**src/rtl/video_timing_gen.sv**
```systemverilog
// rtl/video_timing_gen.sv - raster timing generator with a two-stage pixel fetch pipeline
module video_timing_gen #(
    parameter int H_ACTIVE = 640,
    parameter int H_FP     = 16,
    parameter int H_SYNC   = 96,
    parameter int H_BP     = 48,
    parameter int V_ACTIVE = 480,
    parameter int V_FP     = 10,
    parameter int V_SYNC   = 2,
    parameter int V_BP     = 33,
    parameter bit SYNC_POL = 1'b0
) (
    input  logic        clk_pix,
    input  logic        rst_n,
    input  logic        en,
    input  logic [23:0] pix_rgb,
    output logic        rd_en,
    output logic [11:0] rd_x,
    output logic [11:0] rd_y,
    output logic        h_sync,
    output logic        v_sync,
    output logic        dvi_de,
    output logic [7:0]  red,
    output logic [7:0]  green,
    output logic [7:0]  blue,
    output logic        frame_start,
    output logic        busy
);
    localparam int HT = H_ACTIVE + H_FP + H_SYNC + H_BP;
    localparam int VT = V_ACTIVE + V_FP + V_SYNC + V_BP;

    localparam logic [11:0] H_LAST  = 12'(HT - 1);
    localparam logic [11:0] V_LAST  = 12'(VT - 1);
    localparam logic [11:0] H_ACT   = 12'(H_ACTIVE);
    localparam logic [11:0] V_ACT   = 12'(V_ACTIVE);
    localparam logic [11:0] HS_BEG  = 12'(H_ACTIVE + H_FP);
    localparam logic [11:0] HS_END  = 12'(H_ACTIVE + H_FP + H_SYNC);
    localparam logic [11:0] VS_BEG  = 12'(V_ACTIVE + V_FP);
    localparam logic [11:0] VS_END  = 12'(V_ACTIVE + V_FP + V_SYNC);

    typedef enum logic [1:0] {
        ST_IDLE  = 2'd0,
        ST_RUN   = 2'd1,
        ST_DRAIN = 2'd2
    } state_t;

    state_t      state_q, state_d;
    logic        busy_q, busy_d;
    logic [11:0] h_cnt_q, h_cnt_d;
    logic [11:0] v_cnt_q, v_cnt_d;

    logic        running, h_wrap, frame_end, active, hs_raw, vs_raw;

    logic        a_de_q, a_de_d, a_hs_q, a_hs_d, a_vs_q, a_vs_d, a_first_q, a_first_d;
    logic [11:0] a_x_q, a_x_d, a_y_q, a_y_d;
    logic        b_de_q, b_de_d, b_hs_q, b_hs_d, b_vs_q, b_vs_d, b_first_q, b_first_d;
    logic        o_de_q, o_de_d, o_hs_q, o_hs_d, o_vs_q, o_vs_d, o_first_q, o_first_d;
    logic [23:0] o_rgb_q, o_rgb_d;

    always_comb begin
        running   = (state_q != ST_IDLE);
        h_wrap    = (h_cnt_q == H_LAST);
        frame_end = h_wrap && (v_cnt_q == V_LAST);

        // A frame only ends at its last pixel; en merely decides whether another follows.
        state_d = state_q;
        case (state_q)
            ST_IDLE:  if (en) state_d = ST_RUN;
            ST_RUN:   if (!en) state_d = frame_end ? ST_IDLE : ST_DRAIN;
            ST_DRAIN: begin
                if (en)             state_d = ST_RUN;
                else if (frame_end) state_d = ST_IDLE;
            end
            default:  state_d = ST_IDLE;
        endcase
        busy_d = (state_d != ST_IDLE);

        h_cnt_d = 12'd0;
        v_cnt_d = 12'd0;
        if (running) begin
            h_cnt_d = h_wrap ? 12'd0 : h_cnt_q + 12'd1;
            v_cnt_d = v_cnt_q;
            if (h_wrap) v_cnt_d = (v_cnt_q == V_LAST) ? 12'd0 : v_cnt_q + 12'd1;
        end

        active = running && (h_cnt_q < H_ACT) && (v_cnt_q < V_ACT);
        hs_raw = running && (h_cnt_q >= HS_BEG) && (h_cnt_q < HS_END);
        vs_raw = running && (v_cnt_q >= VS_BEG) && (v_cnt_q < VS_END);

        a_de_d    = active;
        a_hs_d    = hs_raw;
        a_vs_d    = vs_raw;
        a_first_d = active && (h_cnt_q == 12'd0) && (v_cnt_q == 12'd0);
        a_x_d     = active ? h_cnt_q : 12'd0;
        a_y_d     = active ? v_cnt_q : 12'd0;

        b_de_d    = a_de_q;
        b_hs_d    = a_hs_q;
        b_vs_d    = a_vs_q;
        b_first_d = a_first_q;

        // pix_rgb answers the request issued one cycle earlier, i.e. the one now in stage B.
        o_de_d    = b_de_q;
        o_hs_d    = b_hs_q ? SYNC_POL : ~SYNC_POL;
        o_vs_d    = b_vs_q ? SYNC_POL : ~SYNC_POL;
        o_first_d = b_first_q;
        o_rgb_d   = b_de_q ? pix_rgb : 24'd0;
    end

    always_ff @(posedge clk_pix or negedge rst_n) begin
        if (!rst_n) begin
            state_q   <= ST_IDLE;
            busy_q    <= 1'b0;
            h_cnt_q   <= 12'd0;
            v_cnt_q   <= 12'd0;
            a_de_q    <= 1'b0;
            a_hs_q    <= 1'b0;
            a_vs_q    <= 1'b0;
            a_first_q <= 1'b0;
            a_x_q     <= 12'd0;
            a_y_q     <= 12'd0;
            b_de_q    <= 1'b0;
            b_hs_q    <= 1'b0;
            b_vs_q    <= 1'b0;
            b_first_q <= 1'b0;
            o_de_q    <= 1'b0;
            o_hs_q    <= ~SYNC_POL;
            o_vs_q    <= ~SYNC_POL;
            o_first_q <= 1'b0;
            o_rgb_q   <= 24'd0;
        end else begin
            state_q   <= state_d;
            busy_q    <= busy_d;
            h_cnt_q   <= h_cnt_d;
            v_cnt_q   <= v_cnt_d;
            a_de_q    <= a_de_d;
            a_hs_q    <= a_hs_d;
            a_vs_q    <= a_vs_d;
            a_first_q <= a_first_d;
            a_x_q     <= a_x_d;
            a_y_q     <= a_y_d;
            b_de_q    <= b_de_d;
            b_hs_q    <= b_hs_d;
            b_vs_q    <= b_vs_d;
            b_first_q <= b_first_d;
            o_de_q    <= o_de_d;
            o_hs_q    <= o_hs_d;
            o_vs_q    <= o_vs_d;
            o_first_q <= o_first_d;
            o_rgb_q   <= o_rgb_d;
        end
    end

    assign rd_en       = a_de_q;
    assign rd_x        = a_x_q;
    assign rd_y        = a_y_q;
    assign dvi_de      = o_de_q;
    assign h_sync      = o_hs_q;
    assign v_sync      = o_vs_q;
    assign frame_start = o_first_q;
    assign red         = o_rgb_q[23:16];
    assign green       = o_rgb_q[15:8];
    assign blue        = o_rgb_q[7:0];
    assign busy        = busy_q;

endmodule

```
**config.mk**
```make
export PLATFORM = sky130hd
export DESIGN_NAME = video_timing_gen
export DESIGN_NICKNAME = d
export VERILOG_FILES = /design/src/rtl/video_timing_gen.sv
export SDC_FILE = /design/constraint.sdc
export NUM_CORES = 1
export LEC_CHECK = 0
export ABC_AREA = 1
export CORE_MARGIN = 8
export CORE_UTILIZATION = 35
export DETAILED_ROUTE_END_ITERATION = 8
export MAX_ROUTING_LAYER = met4
export PLACE_DENSITY_LB_ADDON = 0.15
export SLEW_MARGIN = 20
export SYNTH_ARGS = -nofsm -noshare
export SYNTH_HDL_FRONTEND = slang
export SYNTH_SLANG_ARGS = --single-unit
```
**constraint.sdc**
```tcl
create_clock -name clk_pix -period 2 [get_ports clk_pix]
set_input_delay 0.5 -clock clk_pix [delete_from_list [all_inputs] [get_ports clk_pix]]
set_output_delay 0.5 -clock clk_pix [all_outputs]
set_load 0.05 [all_outputs]
```
### Word level (Yosys, flattened, before mapping)

Index checks and enable logic that the tools add are counted.

* add/sub/neg operators: 2
* order comparisons: 6
* eq/ne operators: 5
* mux-type cells: 16
* reductions and logical operators: 14

Operators with widths (count)
* $mux 12: 7
* $add 12x1->12 const B: 2
* $eq 12x10->1 const B: 2
* $logic_not 12->1: 2
* $lt 12x10->1 const B: 2
* $lt 12x9->1 const B: 2
* $mux 24: 1
* $ge 12x10->1 const B: 1
* $ge 12x9->1 const B: 1
* $mux 2: 5
* $logic_and 1x1->1: 9
* $pmux 2 s3: 1
* $reduce_bool 2->1: 2
* $eq 2x1->1 const B: 1
* $eq 2x2->1 const B: 1
* $logic_not 2->1: 1
* $mux 1: 2
* $ne 2x1->1 const B: 1

* register bits: 87
* input port bits: 27
* output and inout bits: 54
* word-level logic and storage cells: 62

### Longest topological paths before layout

* depth in word-level cells: 6
* gate-level depth with buffers: 9

### Least setup slack after synthesis

No wires, ideal clock.

* path kind: reg2reg
* start: reg h_cnt_q[0]
* end: reg v_cnt_q[10]
* library setup time: 0.121 ns
* data arrival time: 1.205 ns
* required time: 1.879 ns
* path slack: 0.674 ns
* cell stages (with the launch flop): 10
* path buffers: 1
* clock period less this slack: 1.326 ns
* cell sequence: dfrtp_1 -> ha_1 -> nand2_1 -> nor2_4 -> nand3_2 -> nand2_4 -> inv_2 -> buf_6 -> nand2_1 -> o21ai_1

* longest elaborated chain between the ends: 2

Ends and longest elaborated chain
* start, declared: line 49 `logic [11:0] h_cnt_q, h_cnt_d;`
* start signal, assigned: line 134 `h_cnt_q <= h_cnt_d;`
* $eq 12x10->1: line 62 `h_wrap = (h_cnt_q == H_LAST);`
* $ne 2x1->1 (no source line)
* end signal, assigned: line 135 `v_cnt_q <= v_cnt_d;`
* end, declared: line 50 `logic [11:0] v_cnt_q, v_cnt_d;`

Every way passes these cells.
A chain may end at the register's enable or synchronous reset.

### Worst setup path after layout

* start: reg o_rgb_q[0]
* end: out blue[0]

RTL lines
* start, declared: line 58 `logic [23:0] o_rgb_q, o_rgb_d;`
* start signal, assigned: line 150 `o_rgb_q <= o_rgb_d;`
* end, declared: line 25 `output logic [7:0] blue,`

No word-level cell between the ends.

==> run metrics <==
status=finished, final reports clean; Max Slew Vio Count=0; DR WL/cell=13.36 microns; number of global-route vias before repair=2552; area of the mapped netlist=0.003511 sq mm; switching share of power=0.3095; Tightest Pin Transition=781.3 ps; Setup WS post-layout=37.17 ps; IO Port Bufs=80; Die H=116.2 microns; CTS tree=done; std cell rows=36; Tot GR Track Use=0.1267; crit share post-route=0.9814; DRT iter0 DRCs=197; first-pass GRT wire length=12910 microns; Max Clk Rate=509.5 MHz; Avg Cell Area, Syn=9.264 sq um; Seq pwr share=0.497; antenna violations before repair=0; H-tree depth=3; WS Path Type=register to output port; r2r worst-path depth=6; crit path time final=1963 ps; Die ar.=0.01349 sq mm; worst rel slew slack=0.4791; root buf cell=clkbuf_8; cell taking the most area after synthesis=dfrtp_1; crit-path cells=clkdlybuf4s50_1; Setup violations, final=0; nets=502; core area=0.009774 sq mm; die width=116.2 microns; ant diodes=0; Initial DRT Pass Iterations=4; Inst Count DP=593; WP data required=1500 ps; worst hold-check path type=input pin to asynchronous set/reset pin; Largest delay share family, worst path=buffers and inverters; Clk network pwr share=0.320; Crit-path slowest cell=clkdlybuf4s50_1; CTS Buf Count=9; sequential share of the synthesized area=0.6208; post-CTS setup buffer count=0; Final GP Congestion=0.8719; final wirelength=8136 microns; Power Dens Cells=835.8 mW/mm^2; Leak=2.628 nW; share of layout cells above drive strength 1=0.1239; Setup WS pre-CTS=347.4 ps; gr ovfl total=0; Combinational Power Share=0.184; CP max stage delay=790 ps; commonest non-fill, non-tap cell in the layout=nand2_1; synthesized flop and latch total=87; commonest non-fill, non-tap cells in the layout=nand2_1 (91), dfrtp_1 (85), inv_1 (62), nor2_1 (61), buf_4 (29); post-route insts no fill=609; area grow syn2layout=32.29%; largest net degree at the start of global routing=31; Max Cap Viol=0; Clk Latency, worst-skew pair=360 ps; worst path bufs/invs=1; worst-path maximum fanout=1; post-synthesis cell type count=30; skew final=12.97 ps; CTS Buffer Depth=2; Yosys warnings=0; final hold slack=75.08 ps; Worst-path clk slew=100 ps; maximum vdd ir drop=0.3940 mV; internal power=2.680 mW; crit path DAT=1460 ps; Vias per Instance=4.399; NetSw=1.201 mW; path length in cells of the critical path=1; clock sinks=87; vias post-DR=2679; synth top area cells=dfrtp_1 (61%), nand2_1 (9.7%), inv_1 (6.6%); Pwr Total=3.882 mW; # DRC=0; Detail Placement HPWL=5898 microns; Synth top area share=0.6058; initial core utilization=0.3592; I/O pin cnt=81; Worst setup EP type=output port; Critical Path Source Type=register; post-route ant nets=0; Hold Violations, Final=0; Post-Synthesis Cells=379
repair_timing:
item,4_1_cts,5_1_grt
resized for setup,13,16
setup endpoints to repair,13,16
hold buffers,0,0
Yosys cell counts:
cell and number:
a21oi_1 1, a21oi_2 2, a31oi_1 2, buf_12 1, buf_2 3, buf_6 3, clkbuf_1 2, conb_1 1
dfrtp_1 85, dfstp_2 2, ha_1 4, inv_1 62, inv_2 2, nand2_1 91, nand2_4 1, nand3_1 21
nand3_2 1, nand3b_1 1, nand4_1 8, nor2_1 61, nor2_2 1, nor2_4 1, nor3_1 7, nor3_2 2
nor3b_1 1, nor3b_2 1, nor4_1 3, o21ai_0 4, o21ai_1 1, xor2_1 4
registers in the layout, indices dropped and copies added (netlist names), 2 cells and up:
register,flops
h_cnt_q,12
v_cnt_q,12
o_rgb_q,24
rd_x,12
rd_y,12
state_q,2
path summary, 6_finish.rpt:
kind | from | to | slack, ps
setup / recovery | o_rgb_q[0] | blue[0] | 40
hold / removal | rst_n | rd_x[10] | 80
setup reg to reg | v_cnt_q[10] | rd_y[5] | 390
hold reg to reg | b_first_q | frame_start | 350
max in group asynchronous | rst_n | h_cnt_q[6] | 1420
min in group clk_pix | b_first_q | frame_start | 350
power groups by stage:
| stage | sequential, mW | combinational, mW | clock (mW) |
|---|---|---|---|
| 6_report | 1.93 | 0.712 | 1.24 |
| 5_1_grt | 1.95 | 0.772 | 1.37 |
| 4_1_cts | 1.93 | 0.726 | 1.27 |
| 3_5_place_dp | 1.97 | 0.738 | 0 |
| 3_3_place_gp | 1.97 | 0.733 | 0 |
| 2_1_floorplan | 2.23 | 0.188 | 0 |
layout make-up:
type / count / area (sq um)
Clock inverter: 6 / 68.82
Sequential cell: 87 / 2180
Multi-Input combinational cell: 223 / 1030
Clock buffer: 10 / 127.6
Inverter: 64 / 240.2
Timing Repair Buffer: 86 / 832.0
Fill cell: 948 / 5130
Tap cell: 133 / 166.4
kinds of logic (layout without fill, tap and decap cells):
kind of cell,count (synthesis),count (layout),synth area share
simple gates,200,200,0.2466
compound gates,10,10,0.01710
fa+ha+maj,4,4,0.01426
flops,87,87,0.6208
xor+xnor,4,4,0.009978
other cells,1,5,0.001068
buf+inv,73,166,0.09016
routing by layer:
layer	global-route usage	wire length, microns	up-vias
met5	-	0	-
met4	0.04149	83	0
met3	0.03723	557	9
met2	0.1869	3492	99
met1	0.1636	4003	1247
li1	-	-	1324
metrics by stage:
stage / setup TNS (ps) / instance area [sq um] / util
floorplan: 0 / 3526 / -
global placement: 0 / 4424 / 0.4526
detailed placement: 0 / 4424 / 0.4526
CTS: 0 / 4604 / 0.4711
global route: -1.662 / 4644 / 0.4752
finish: 0 / 4644 / 0.4752
No activity file was read; power rests on OpenSTA's default activity.
